[config.mk]
export PLATFORM = sky130hd
export DESIGN_NAME = feistel_lr_core
export DESIGN_NICKNAME = d
export VERILOG_FILES = /design/src/rtl/feistel_lr_core.sv
export SDC_FILE = /design/constraint.sdc
export NUM_CORES = 1
export LEC_CHECK = 0
export CAP_MARGIN = 20
export CORE_UTILIZATION = 42
export CTS_CLUSTER_SIZE = 40
export DETAILED_ROUTE_END_ITERATION = 10
export GPL_ROUTABILITY_DRIVEN = 0
export GPL_TIMING_DRIVEN = 0
export PLACE_DENSITY = 0.84
export SLEW_MARGIN = 20
export SYNTH_ARGS = -nofsm -noshare
export SYNTH_HDL_FRONTEND = slang
export SYNTH_SLANG_ARGS = --single-unit
[constraint.sdc]
create_clock -name clk -period 4.5 [get_ports clk]
set_clock_uncertainty 0.05 [all_clocks]
set_input_delay 0.9 -clock clk [delete_from_list [all_inputs] [get_ports clk]]
set_output_delay 0.9 -clock clk [all_outputs]
set_load 0.05 [all_outputs]
[src/rtl/feistel_lr_core.sv]
`default_nettype none
// ============================================================================
// Module   : feistel_lr_core
// Purpose  : Feistel L/R state engine with round control, valid/ready in/out.
// Revision : 1.0 - initial release
// ============================================================================
module feistel_lr_core #(
  parameter  int HALF_W = 32,
  parameter  int ROUNDS = 16,
  localparam int CNT_W  = (ROUNDS > 1) ? $clog2(ROUNDS) : 1
) (
  input  logic                clk,
  input  logic                rst,
  input  logic                flush,
  input  logic                start_valid,
  output logic                start_ready,
  input  logic [2*HALF_W-1:0] block_in,
  input  logic                decrypt,
  input  logic [HALF_W-1:0]   f_out,
  output logic [HALF_W-1:0]   R_curr,
  output logic [CNT_W-1:0]    round_cnt,
  output logic [CNT_W-1:0]    key_idx,
  output logic                busy,
  output logic                out_valid,
  input  logic                out_ready,
  output logic [2*HALF_W-1:0] block_out
);

  localparam logic [CNT_W-1:0] LAST_RND = CNT_W'(ROUNDS - 1);

  typedef enum logic [1:0] {
    S_IDLE = 2'd0,
    S_RUN  = 2'd1,
    S_DONE = 2'd2
  } state_t;

  state_t             state_q, state_d;
  logic [HALF_W-1:0]  l_q, l_d;
  logic [HALF_W-1:0]  r_q, r_d;
  logic [CNT_W-1:0]   cnt_q, cnt_d;
  logic               mode_q, mode_d;

  always_ff @(posedge clk or posedge rst) begin
    if (rst) begin
      state_q <= S_IDLE;
      l_q     <= '0;
      r_q     <= '0;
      cnt_q   <= '0;
      mode_q  <= 1'b0;
    end else begin
      state_q <= state_d;
      l_q     <= l_d;
      r_q     <= r_d;
      cnt_q   <= cnt_d;
      mode_q  <= mode_d;
    end
  end

  always_comb begin
    state_d = state_q;
    l_d     = l_q;
    r_d     = r_q;
    cnt_d   = cnt_q;
    mode_d  = mode_q;
    if (flush) begin
      state_d = S_IDLE;
      l_d     = '0;
      r_d     = '0;
      cnt_d   = '0;
    end else begin
      case (state_q)
        S_IDLE: begin
          if (start_valid && start_ready) begin
            l_d     = block_in[2*HALF_W-1:HALF_W];
            r_d     = block_in[HALF_W-1:0];
            cnt_d   = '0;
            mode_d  = decrypt;
            state_d = S_RUN;
          end
        end
        S_RUN: begin
          l_d = r_q;
          r_d = l_q ^ f_out;
          // The counter parks on the last round so it never wraps.
          if (cnt_q == LAST_RND) begin
            state_d = S_DONE;
          end else begin
            cnt_d = cnt_q + CNT_W'(1);
          end
        end
        S_DONE: begin
          if (out_ready) begin
            state_d = S_IDLE;
          end
        end
        default: state_d = S_IDLE;
      endcase
    end
  end

  assign start_ready = (state_q == S_IDLE) && !rst;
  assign busy        = (state_q == S_RUN);
  assign out_valid   = (state_q == S_DONE);
  assign R_curr      = r_q;
  assign round_cnt   = cnt_q;
  assign key_idx     = mode_q ? (LAST_RND - cnt_q) : cnt_q;
  assign block_out   = {r_q, l_q};

endmodule
`default_nettype wire
After elaboration in Yosys (flattened, before gate mapping)
Cells that the tools add are included.

word-level totals
  flip-flop bits (word level) = 71
  input port bits = 102
  output and inout port bits = 107

operators by class
  add/subtract/negate cells = 2
  equal/unequal tests = 7
  muxes and demuxes = 16
  bitwise logic cells = 2
  reductions and logical operators = 9

operator list
  cell                                                   count
  2-to-1 mux 32 bit                                      4
  one-hot mux 32 bit (2 select lines)                    2
  bitwise XOR 32 bit                                     1
  2-to-1 mux 4 bit                                       4
  AND reduction 3 bit                                    3
  2-to-1 mux 2 bit                                       4
  one-hot mux 4 bit (2 select lines)                     1
  inequality test 3 x 2 -> 1 bit, second input constant  2
  inequality test 3 bit, second input constant           2
  one-hot mux 2 bit (3 select lines)                     1
  adder 4 x 1 -> 4 bit, second input constant            1
  == test 4 bit, second input constant                   1
  subtractor 4 bit, first input constant                 1
  nonzero test 3 bit                                     1
  == test 2 x 1 -> 1 bit, second input constant          1
  == test 2 bit, second input constant                   1
  logical AND 1 bit                                      2
  zero test 2 bit                                        1
  AND reduction 2 bit                                    1
  zero test 1 bit                                        1
  NOT 1 bit                                              1

Depth between registers and ports, before layout
Gate-level depths: netlist (run 1).

  depth in word-level cells = 6
  mapped depth = 7

Least setup slack after synthesis (run 1)
OpenSTA, ideal clock, no wires.

  path kind = input-to-output
  start = in rst
  end = out start_ready
  arrival time = 1945 ps
  data required time = 3550 ps
  setup slack = 1605 ps
  stages on the path = 1
  path buffers = 0
  cells stage by stage = nor3_1

between the ends
  cells in the longest elaborated chain, start to end = 2

RTL lines
  item               RTL line  source
  start, declared    13        input logic rst,
  zero test 1 bit    101       assign start_ready = (state_q == S_IDLE) && !rst;
  logical AND 1 bit  101
  end, declared      16        output logic start_ready,

Every way passes these cells.

Worst setup path in the final report (run 1)
Same ends and word-level chain as after synthesis.

==> results of run 1 <==
[routing by layer]
| layer | track usage | up-vias | wire [microns] |
|---|---|---|---|
| li1 | - | 1805 | - |
| met1 | 0.309 | 1837 | 4730 |
| met2 | 0.484 | 172 | 6510 |
| met3 | 0.0501 | 19 | 894 |
| met4 | 0.0784 | 0 | 193 |
| met5 | 0 | - | 0 |
[state kept, by name, indices dropped and copies added, names as in the netlist]
| signal | count |
|---|---|
| state_q | 2 |
| mode_q | 1 |
| R_curr | 32 |
| l_q | 32 |
| round_cnt | 4 |
[kinds of logic after synthesis]
group                      count (synthesis)
xor gates and xnor gates                  36
and+or+nand+nor                           85
DFF                                       71
muxes                                      1
buffers and inverters                     65
AOI/OAI and AO/OA                        139
adders and majority gates                  1
[metrics by stage]
step | worst slack, ns | utilization
2_1_floorplan | 1.61 | -
3_3_place_gp | 0.551 | 0.687
3_5_place_dp | 1.18 | 0.690
4_1_cts | 1.18 | 0.716
5_1_grt | 1.15 | 0.716
6_report | 1.17 | 0.716
[power groups by stage]
stage | combinational, W | sequential [W] | clock, W
6_report | 0.00112 | 0.000815 | 0.000564
5_1_grt | 0.00118 | 0.000827 | 0.000598
4_1_cts | 0.00113 | 0.000815 | 0.000573
3_5_place_dp | 0.00113 | 0.000825 | 0
3_3_place_gp | 0.00111 | 0.000819 | 0
2_1_floorplan | 0.000438 | 0.00108 | 0
[tightest hold or removal path: cells and delay by family (launching register included)]
family,cells,cell delay (ns)
flops,1,0.39
compound gates,1,0.10
simple gates,1,0.06
[cells in the mapped netlist, types with 2 or more instances]
| master | count | area [sq um] |
|---|---|---|
| clkbuf_1 | 4 | 15.0 |
| nor3_1 | 2 | 10.0 |
| dfrtp_1 | 71 | 1780 |
| a22oi_1 | 65 | 488 |
| o21ai_1 | 2 | 10.0 |
| nor2_1 | 69 | 259 |
| xor2_1 | 36 | 315 |
| a21oi_1 | 68 | 340 |
| inv_1 | 2 | 7.51 |
| nor2b_1 | 2 | 12.5 |
| nand3_1 | 2 | 10.0 |
| nand2_1 | 4 | 15.0 |
| buf_2 | 24 | 120 |
| buf_4 | 34 | 255 |
[how the worst max path moves through the flow]
| stage | start | end | slack [ns] | cells after the start |
|---|---|---|---|---|
| 6_report | rst | start_ready | 1.17 | 3 |
| 3_3_place_gp | rst | R_curr[25]$_DFFE_PP0P_ | 0.55 | 2 |
| 3_5_place_dp | rst | start_ready | 1.18 | 3 |
| 2_1_floorplan | rst | start_ready | 1.61 | 1 |
| 5_1_grt | rst | start_ready | 1.15 | 3 |
| 4_1_cts | rst | start_ready | 1.18 | 3 |
[final cells by class]
cell class / count / share of cell area
well taps: 108 / 0.0218
clock buffers: 13 / 0.0256
repair buffers: 208 / 0.337
clock inverters: 3 / 0.0105
multi-input cells: 262 / 0.253
inverters: 2 / 0.00161
plain buffers: 63 / 0.0647
flip-flops and latches: 71 / 0.286
==> summary.md, run 1 <==
| Metric | Value |
|---|---|
| Outcome | `completed` |
| Sequential share of power | `0.326` |
| Post-CTS sizing | `0` |
| Crit path DAT | `2.38 ns` |
| Length of the first detailed-routing pass in iterations | `5` |
| Multiplexer area fraction after synthesis | `0.00300` |
| Critical path type | `input port to primary output` |
| Worst-path cell chain | `clkdlybuf4s50_1 > nor3_1 > clkdlybuf4s50_1` |
| Worst path max stage delay | `0.83 ns` |
| Type of origin of the critical path | `input port` |
| Synth Area in XOR/XNOR | `0.0839` |
| Commonest non-fill, non-tap cell in the layout | `clkdlybuf4s50_1` |
| Crit. End Element | `primary output` |
| Die Span Y | `96.6 microns` |
| CTS tree | `done` |
| Area delta synth->final | `65.3%` |
| Pins Over Slew Limit | `0` |
| Cell mode on critical path | `clkdlybuf4s50_1` |
| Hold EP | `l_q[29]$_DFFE_PP0P_` |
| Seq/Total Area, Yosys | `0.473` |
| Number of global-route vias before repair | `3795` |
| Share of layout cells above drive strength 1 | `0.129` |
| Multi-input logic area | `1570 sq um` |
| CP max FO | `3` |
| Post-synthesis simple-gate area fraction | `0.0953` |
| Max Clk Rate | `300 MHz` |
| Yosys warns | `0` |
| Psw | `0.00101 W` |
| Syn Area/Cell | `9.44 sq um` |
| Hold Buf Count CTS | `0` |
| Primary FF master, synth | `dfrtp_1` |
| Placed instance area | `5990 sq um` |
| # DRC | `0` |
| Max-cap violation count | `0` |
| Setup Total Neg Slack | `0 ns` |
| CTS buffer count | `9` |
| Syn nets | `501` |
| Post-route ant nets | `0` |
| R2R setup slack | `2.65 ns` |
| Largest net degree at the start of global routing | `38` |
| Min Hold Slack | `0.535 ns` |
| EDFF count, synth | `0` |
| N_diodes | `0` |
| Cell area after layout | `6210 sq um` |
| Max-slew headroom | `0.621` |
| Rows | `34` |
| Hold Crit Start | `l_q[29]$_DFFE_PP0P_` |
| DP Cell Count | `714` |
| Starting density of the core | `0.433` |
| Synth Area in Adders | `0.00333` |
| Number of fillers in the final layout | `676` |
| PortBufs | `207` |
| Bufs and invs on worst path | `2` |
| Via count of the routed design | `3833` |
| Die area | `9320 sq um` |
| Final HPWL DP | `9.45 mm` |
| Nets | `720` |
| Longest Clk Path Bufs | `2` |
| Total gr overflow | `0` |
| Critical R2R Launch | `state_q[1]$_DFFE_PP0P_` |
| Worst Max-Slew Pin Slew | `0.569 ns` |
| Width of the die | `96.6 microns` |
| Routed WL per cell | `16.9 microns` |
| HP Class | `register to register` |
| First-pass GRT wire length | `18.5 mm` |
| Yosys reg bits | `71` |
| Cells after synthesis | `398` |
| Area fraction in compound gates after synthesis | `0.233` |
| RSZ-0062 raised after global routing | `false` |
| Crit path max-delay family | `buffers and inverters` |
| Clock share of power | `0.225` |
| CP Data Required Time | `3.55 ns` |
| Sw Share | `0.403` |
| I/O pin count | `209` |
| Register clock-pin slew on the reported worst setup and hold paths | `0.07 ns` |
| Cell Int Power | `0.00150 W` |
| Commonest cells after routing, fill and taps aside | `clkdlybuf4s50_1 (207), dfrtp_1 (71), nor2_1 (69)` |
| Maximum VDD drop | `249 uV` |
| Clock insertion delay at the later pin of the skew report | `0.32 ns` |
| Layout Cells excl Fill | `730` |
| Clk sinks | `71` |
| Core Area | `8680 sq um` |
| Via density | `5.25` |
| Drt first-iter violations | `170` |
| Tmin final | `3.33 ns` |
| Async SR Flop Fraction | `1.00` |
| Combinational share of power | `0.449` |
| Post-CTS setup buffers | `0` |
| Total GRT Usage | `0.263` |
| Final Cycle Share | `0.740` |
| Slowest CP cell | `clkdlybuf4s50_1` |
| Number of distinct library cells after synthesis | `27` |
| H-Tree Level Count | `3` |
| Pwr dens | `403 nW/um^2` |
| Reg area | `1780 sq um` |
| Total leakage power | `2.68 nW` |
| Final setup viols | `0` |
| Synthesized area | `3760 sq um` |
| Worst reg-to-reg path cell count | `6` |
| Total power | `0.00250 W` |
| Largest family of logic cells by synthesized area | `compound AO/OA/AOI/OAI gates` |
| Worst hold stages | `2` |
| RR Endpoint | `R_curr[12]$_DFFE_PP0P_` |
| Initial antenna violation count | `0` |
| Post-Route WL | `12.3 mm` |
| Root Buffer | `clkbuf_8` |
| Hold Violations, Final | `0` |
No activity file was read; power rests on OpenSTA's default activity.
==> inputs of run 2 (changes only) <==
--- a/config.mk
+++ b/config.mk
@@ -6,12 +6,12 @@
 export NUM_CORES = 1
 export LEC_CHECK = 0
 export CAP_MARGIN = 20
-export CORE_UTILIZATION = 42
+export CORE_UTILIZATION = 35
 export CTS_CLUSTER_SIZE = 40
 export DETAILED_ROUTE_END_ITERATION = 10
 export GPL_ROUTABILITY_DRIVEN = 0
 export GPL_TIMING_DRIVEN = 0
-export PLACE_DENSITY = 0.84
+export PLACE_DENSITY = 0.75
 export SLEW_MARGIN = 20
 export SYNTH_ARGS = -nofsm -noshare
 export SYNTH_HDL_FRONTEND = slang
==> constraint.sdc (replaced) <==
create_clock -name clk -period 3 [get_ports clk]
set_clock_uncertainty 0.05 [all_clocks]
set_input_delay 0.6 -clock clk [delete_from_list [all_inputs] [get_ports clk]]
set_output_delay 0.6 -clock clk [all_outputs]
set_load 0.05 [all_outputs]
==> summary.md, run 2 (same netlist as run 1, synthesis figures left out) <==
| Metric | Value |
|---|---|
| Worst Max-Slew Pin Slew | `0.611 ns (was 0.569 ns)` |
| CP max FO | `3 (unchanged)` |
| Starting density of the core | `0.362 (was 0.433)` |
| Area delta synth->final | `66.5% (was 65.3%)` |
| Total GRT Usage | `0.233 (was 0.263)` |
| CP Data Required Time | `2.35 ns (was 3.55 ns)` |
| Die Span Y | `106 microns (was 96.6 microns)` |
| CTS tree | `done (unchanged)` |
| Tmin final | `2.74 ns` |
| Rows | `37 (was 34)` |
| Nets | `720 (unchanged)` |
| Max-slew headroom | `0.593 (was 0.621)` |
| Cell mode on critical path | `clkdlybuf4s50_1 (unchanged)` |
| Total leakage power | `2.68 nW (about the same)` |
| Post-CTS setup buffers | `0 (unchanged)` |
| Final HPWL DP | `9.60 mm (was 9.45 mm)` |
| Number of fillers in the final layout | `916 (was 676)` |
| Crit path DAT | `2.09 ns (was 2.38 ns)` |
| # DRC | `0 (unchanged)` |
| Commonest cells after routing, fill and taps aside | `clkdlybuf4s50_1 (207), dfrtp_1 (71), nor2_1 (69) (unchanged)` |
| CTS buffer count | `9 (unchanged)` |
| Hold Violations, Final | `0 (unchanged)` |
| Max Clk Rate | `365 MHz` |
| Final Cycle Share | `0.913` |
| Clock insertion delay at the later pin of the skew report | `0.33 ns (was 0.32 ns)` |
| Final Util | `0.603 (was 0.716)` |
| PortBufs | `207 (unchanged)` |
| Critical path type | `input port to primary output (unchanged)` |
| Post-route ant nets | `0 (unchanged)` |
| HP Class | `input port to register (was register to register)` |
| Worst path max stage delay | `0.84 ns (was 0.83 ns)` |
| Total gr overflow | `0 (unchanged)` |
| Worst-path cell chain | `clkdlybuf4s50_1 > nor3_1 > clkdlybuf4s50_1 (unchanged)` |
| Type of origin of the critical path | `input port (unchanged)` |
| Maximum VDD drop | `316 uV (was 249 uV)` |
| Pins Over Slew Limit | `0 (unchanged)` |
| Bufs and invs on worst path | `2 (unchanged)` |
| Outcome | `completed (unchanged)` |
| Core Area | `10400 sq um (was 8680 sq um)` |
| Hold Buf Count CTS | `0 (unchanged)` |
| Max-cap violation count | `0 (unchanged)` |
| Longest Clk Path Bufs | `2 (unchanged)` |
| Via count of the routed design | `3850 (was 3833)` |
| R2R setup slack | `1.11 ns (was 2.65 ns)` |
| Largest net degree at the start of global routing | `43 (was 38)` |
| First-pass GRT wire length | `20.3 mm (was 18.5 mm)` |
| Clk sinks | `71 (unchanged)` |
| Width of the die | `106 microns (was 96.6 microns)` |
| Post-Route WL | `12.6 mm (was 12.3 mm)` |
| Number of global-route vias before repair | `3916 (was 3795)` |
| Total power | `0.00378 W (was 0.00250 W)` |
| Routed WL per cell | `16.7 microns (was 16.9 microns)` |
| Pwr dens | `604 nW/um^2 (was 403 nW/um^2)` |
| RSZ-0062 raised after global routing | `false (unchanged)` |
| Crit. End Element | `primary output (unchanged)` |
| Root Buffer | `clkbuf_8 (unchanged)` |
| Die area | `11200 sq um (was 9320 sq um)` |
| Commonest non-fill, non-tap cell in the layout | `clkdlybuf4s50_1 (unchanged)` |
| Slowest CP cell | `clkdlybuf4s50_1 (unchanged)` |
| I/O pin count | `209 (unchanged)` |
| Setup Total Neg Slack | `0 ns (unchanged)` |
| Register clock-pin slew on the reported worst setup and hold paths | `0.08 ns (was 0.07 ns)` |
| Via density | `5.08 (was 5.25)` |
| Post-CTS sizing | `0 (unchanged)` |
| Share of layout cells above drive strength 1 | `0.132 (was 0.129)` |
| Final setup viols | `0 (unchanged)` |
| Length of the first detailed-routing pass in iterations | `5 (unchanged)` |
| N_diodes | `0 (unchanged)` |
| Crit path max-delay family | `buffers and inverters (unchanged)` |
| Drt first-iter violations | `171 (was 170)` |
| Initial antenna violation count | `0 (unchanged)` |
| H-Tree Level Count | `3 (unchanged)` |
==> run 2: cell types whose count changed in the layout (fill, tap and decap cells not counted), sizes merged <==
cell	previous run	this run
clkbuf	17	15
clkinvlp	0	2
==> run 2: cell type report <==
cell class | instances | area, sq um | share of cell area
plain buffers | 63 | 402 | 0.0642
clock buffers | 11 | 151 | 0.0242
clock inverters | 5 | 80.1 | 0.0128
inverters | 2 | 10.0 | 0.00160
multi-input cells | 262 | 1570 | 0.251
flip-flops and latches | 71 | 1780 | 0.284
well taps | 136 | 170 | 0.0272
repair buffers | 208 | 2090 | 0.335
==> run 2: final timing paths <==
path | endpoint | cells past startpoint | from
setup / recovery | start_ready | 3 | rst
hold / removal | state_q[0]$_DFFE_PP0P_ | 2 | flush
setup reg to reg | R_curr[12]$_DFFE_PP0P_ | 6 | state_q[1]$_DFFE_PP0P_
hold reg to reg | l_q[30]$_DFFE_PP0P_ | 2 | l_q[30]$_DFFE_PP0P_
max in group asynchronous | l_q[21]$_DFFE_PP0P_ | 3 | rst
min in group asynchronous | state_q[1]$_DFFE_PP0P_ | 2 | rst
==> run 2: metal layers <==
layer | wire [microns] | GRT usage
met5 | 0 | 0
met3 | 987 | 0.0495
met4 | 229 | 0.0774
met2 | 6100 | 0.388
met1 | 5310 | 0.301
==> run 2: per-stage QoR <==
| step | setup WS (ns) | instances | hold WS (ns) | area, sq um |
|---|---|---|---|---|
| 2_1_floorplan | 0.553 | 398 | 0.547 | 3760 |
| 3_3_place_gp | -0.673 | 741 | 0.507 | 6000 |
| 3_5_place_dp | 0.285 | 742 | 0.517 | 6020 |
| 4_1_cts | 0.283 | 758 | 0.478 | 6250 |
| 5_1_grt | 0.220 | 758 | 0.488 | 6250 |
| 6_report | 0.260 | 758 | 0.492 | 6250 |
==> run 2: report_power, final <==
group | leakage (nW) | switching (W) | internal (W)
clock network | 0.112 | 0.000358 | 0.000512
registers | 0.878 | 0.000142 | 0.00108
logic | 1.69 | 0.00104 | 0.000649
total | 2.68 | 0.00154 | 0.00224
==> inputs of run 3 (changes only) <==
--- a/config.mk
+++ b/config.mk
@@ -6,12 +6,13 @@
 export NUM_CORES = 1
 export LEC_CHECK = 0
 export CAP_MARGIN = 20
+export CORE_MARGIN = 5
 export CORE_UTILIZATION = 35
 export CTS_CLUSTER_SIZE = 40
 export DETAILED_ROUTE_END_ITERATION = 10
 export GPL_ROUTABILITY_DRIVEN = 0
 export GPL_TIMING_DRIVEN = 0
-export PLACE_DENSITY = 0.75
+export PLACE_DENSITY = 0.82
 export SLEW_MARGIN = 20
 export SYNTH_ARGS = -nofsm -noshare
 export SYNTH_HDL_FRONTEND = slang
==> summary.md, run 3 (same netlist as run 1, synthesis figures left out) <==
| Metric | Value |
|---|---|
| CP max FO | `3 (unchanged)` |
| R2R setup slack | `1.18 ns (was 1.11 ns)` |
| Core Area | `10400 sq um (about the same)` |
| Max-slew headroom | `0.617 (was 0.593)` |
| Commonest non-fill, non-tap cell in the layout | `clkdlybuf4s50_1 (unchanged)` |
| PortBufs | `207 (unchanged)` |
| Total power | `0.00379 W (was 0.00378 W)` |
| Hold Violations, Final | `0 (unchanged)` |
| Final Util | `0.600 (was 0.603)` |
| CTS buffer count | `9 (unchanged)` |
| Initial antenna violation count | `0 (unchanged)` |
| First-pass GRT wire length | `20.6 mm (was 20.3 mm)` |
| Multi-input logic area | `1570 sq um (unchanged)` |
| Outcome | `completed (unchanged)` |
| # DRC | `0 (unchanged)` |
| Critical path type | `input port to primary output (unchanged)` |
| Drt first-iter violations | `225 (was 171)` |
| Nets | `720 (unchanged)` |
| Tmin final | `2.75 ns (was 2.74 ns)` |
| CP Data Required Time | `2.35 ns (about the same)` |
| Area delta synth->final | `66.3% (was 66.5%)` |
| DP Cell Count | `742 (unchanged)` |
| Register clock-pin slew on the reported worst setup and hold paths | `0.07 ns (was 0.08 ns)` |
| Post-Route WL | `13.2 mm (was 12.6 mm)` |
| Die Span Y | `114 microns (was 106 microns)` |
| Pwr dens | `606 nW/um^2 (was 604 nW/um^2)` |
| Clk sinks | `71 (unchanged)` |
| Rows | `37 (unchanged)` |
| Max-cap violation count | `0 (unchanged)` |
| Length of the first detailed-routing pass in iterations | `5 (unchanged)` |
| Post-route worst setup slack | `0.249 ns (was 0.260 ns)` |
| Maximum VDD drop | `311 uV (was 316 uV)` |
| N_diodes | `0 (unchanged)` |
| Max Clk Rate | `363 MHz (was 365 MHz)` |
| HP Class | `input port to register (unchanged)` |
| Post-CTS sizing | `0 (unchanged)` |
| Via density | `5.16 (was 5.08)` |
| CTS tree | `done (unchanged)` |
| Commonest cells after routing, fill and taps aside | `clkdlybuf4s50_1 (207), dfrtp_1 (71), nor2_1 (69) (unchanged)` |
| Reg area | `1780 sq um (unchanged)` |
| Worst Max-Slew Pin Slew | `0.575 ns (was 0.611 ns)` |
| Longest Clk Path Bufs | `2 (unchanged)` |
| I/O pin count | `209 (unchanged)` |
| Width of the die | `114 microns (was 106 microns)` |
| Total GRT Usage | `0.200 (was 0.233)` |
| Total gr overflow | `0 (unchanged)` |
| RSZ-0062 raised after global routing | `false (unchanged)` |
| Share of layout cells above drive strength 1 | `0.129 (was 0.132)` |
| Total leakage power | `2.68 nW (about the same)` |
| Hold Buf Count CTS | `0 (unchanged)` |
| Largest net degree at the start of global routing | `37 (was 43)` |
| Layout Cells excl Fill | `758 (unchanged)` |
| Final setup viols | `0 (unchanged)` |
| Root Buffer | `clkbuf_8 (unchanged)` |
| Routed WL per cell | `17.5 microns (was 16.7 microns)` |
| Number of global-route vias before repair | `4020 (was 3916)` |
| Crit. End Element | `primary output (unchanged)` |
| DP Worst Slack | `0.251 ns (was 0.285 ns)` |
| Final Cycle Share | `0.917 (was 0.913)` |
| Type of origin of the critical path | `input port (unchanged)` |
| Clock insertion delay at the later pin of the skew report | `0.35 ns (was 0.33 ns)` |
| Crit path DAT | `2.10 ns (was 2.09 ns)` |
| Number of fillers in the final layout | `895 (was 916)` |
| Die area | `12900 sq um (was 11200 sq um)` |
| Pins Over Slew Limit | `0 (unchanged)` |
| Final HPWL DP | `10.3 mm (was 9.60 mm)` |
| Starting density of the core | `0.361 (was 0.362)` |
| Via count of the routed design | `3909 (was 3850)` |
| Setup Total Neg Slack | `0 ns (unchanged)` |
| Post-CTS setup buffers | `0 (unchanged)` |
| H-Tree Level Count | `3 (unchanged)` |
| Post-route ant nets | `0 (unchanged)` |
-- run 3: where the power goes --
| part | switching [W] | total, W | internal (W) |
|---|---|---|---|
| Sequential | 0.000139 | 0.00122 | 0.00108 |
| Combinational | 0.00105 | 0.00169 | 0.000649 |
| Clock | 0.000360 | 0.000874 | 0.000514 |
| Total | 0.00154 | 0.00379 | 0.00224 |
-- run 3: stage by stage --
step	area, sq um	hold WS [ns]
finish	6240	0.480
global route	6240	0.489
CTS	6240	0.470
detailed placement	6020	0.525
global placement	6000	0.510
floorplan	3760	0.547
-- run 3: layer usage --
layer	up-vias	wire length, microns	share of wire	track usage
met5	-	0	0	0
met4	0	219	0.017	0.0649
met3	17	1040	0.078	0.0552
met2	174	6530	0.49	0.343
met1	1918	5460	0.41	0.244
li1	1800	-	-	-
-- run 3: cell type report --
type                       instances  area share
timing repair buffer             208       0.335
sequential                        71       0.285
multi-input combinational        262       0.251
buffer                            63      0.0643
tap                              136      0.0272
clock buffer                      13      0.0254
clock inverter                     3      0.0104
inverter                           2     0.00160
-- run 3: final timing paths --
check	from	end	depth (start not counted)
setup reg to reg	state_q[1]$_DFFE_PP0P_	R_curr[7]$_DFFE_PP0P_	6
max in group asynchronous	rst	l_q[21]$_DFFE_PP0P_	3
hold / removal	flush	state_q[0]$_DFFE_PP0P_	2
setup / recovery	rst	start_ready	3
hold reg to reg	R_curr[2]$_DFFE_PP0P_	R_curr[2]$_DFFE_PP0P_	2
min in group asynchronous	rst	R_curr[31]$_DFFE_PP0P_	2
-- run 3: critical path, stage by stage --
cell and delay [ns]:
clkdlybuf4s50_1 0.48, nor3_1 0.17, clkdlybuf4s50_1 0.85
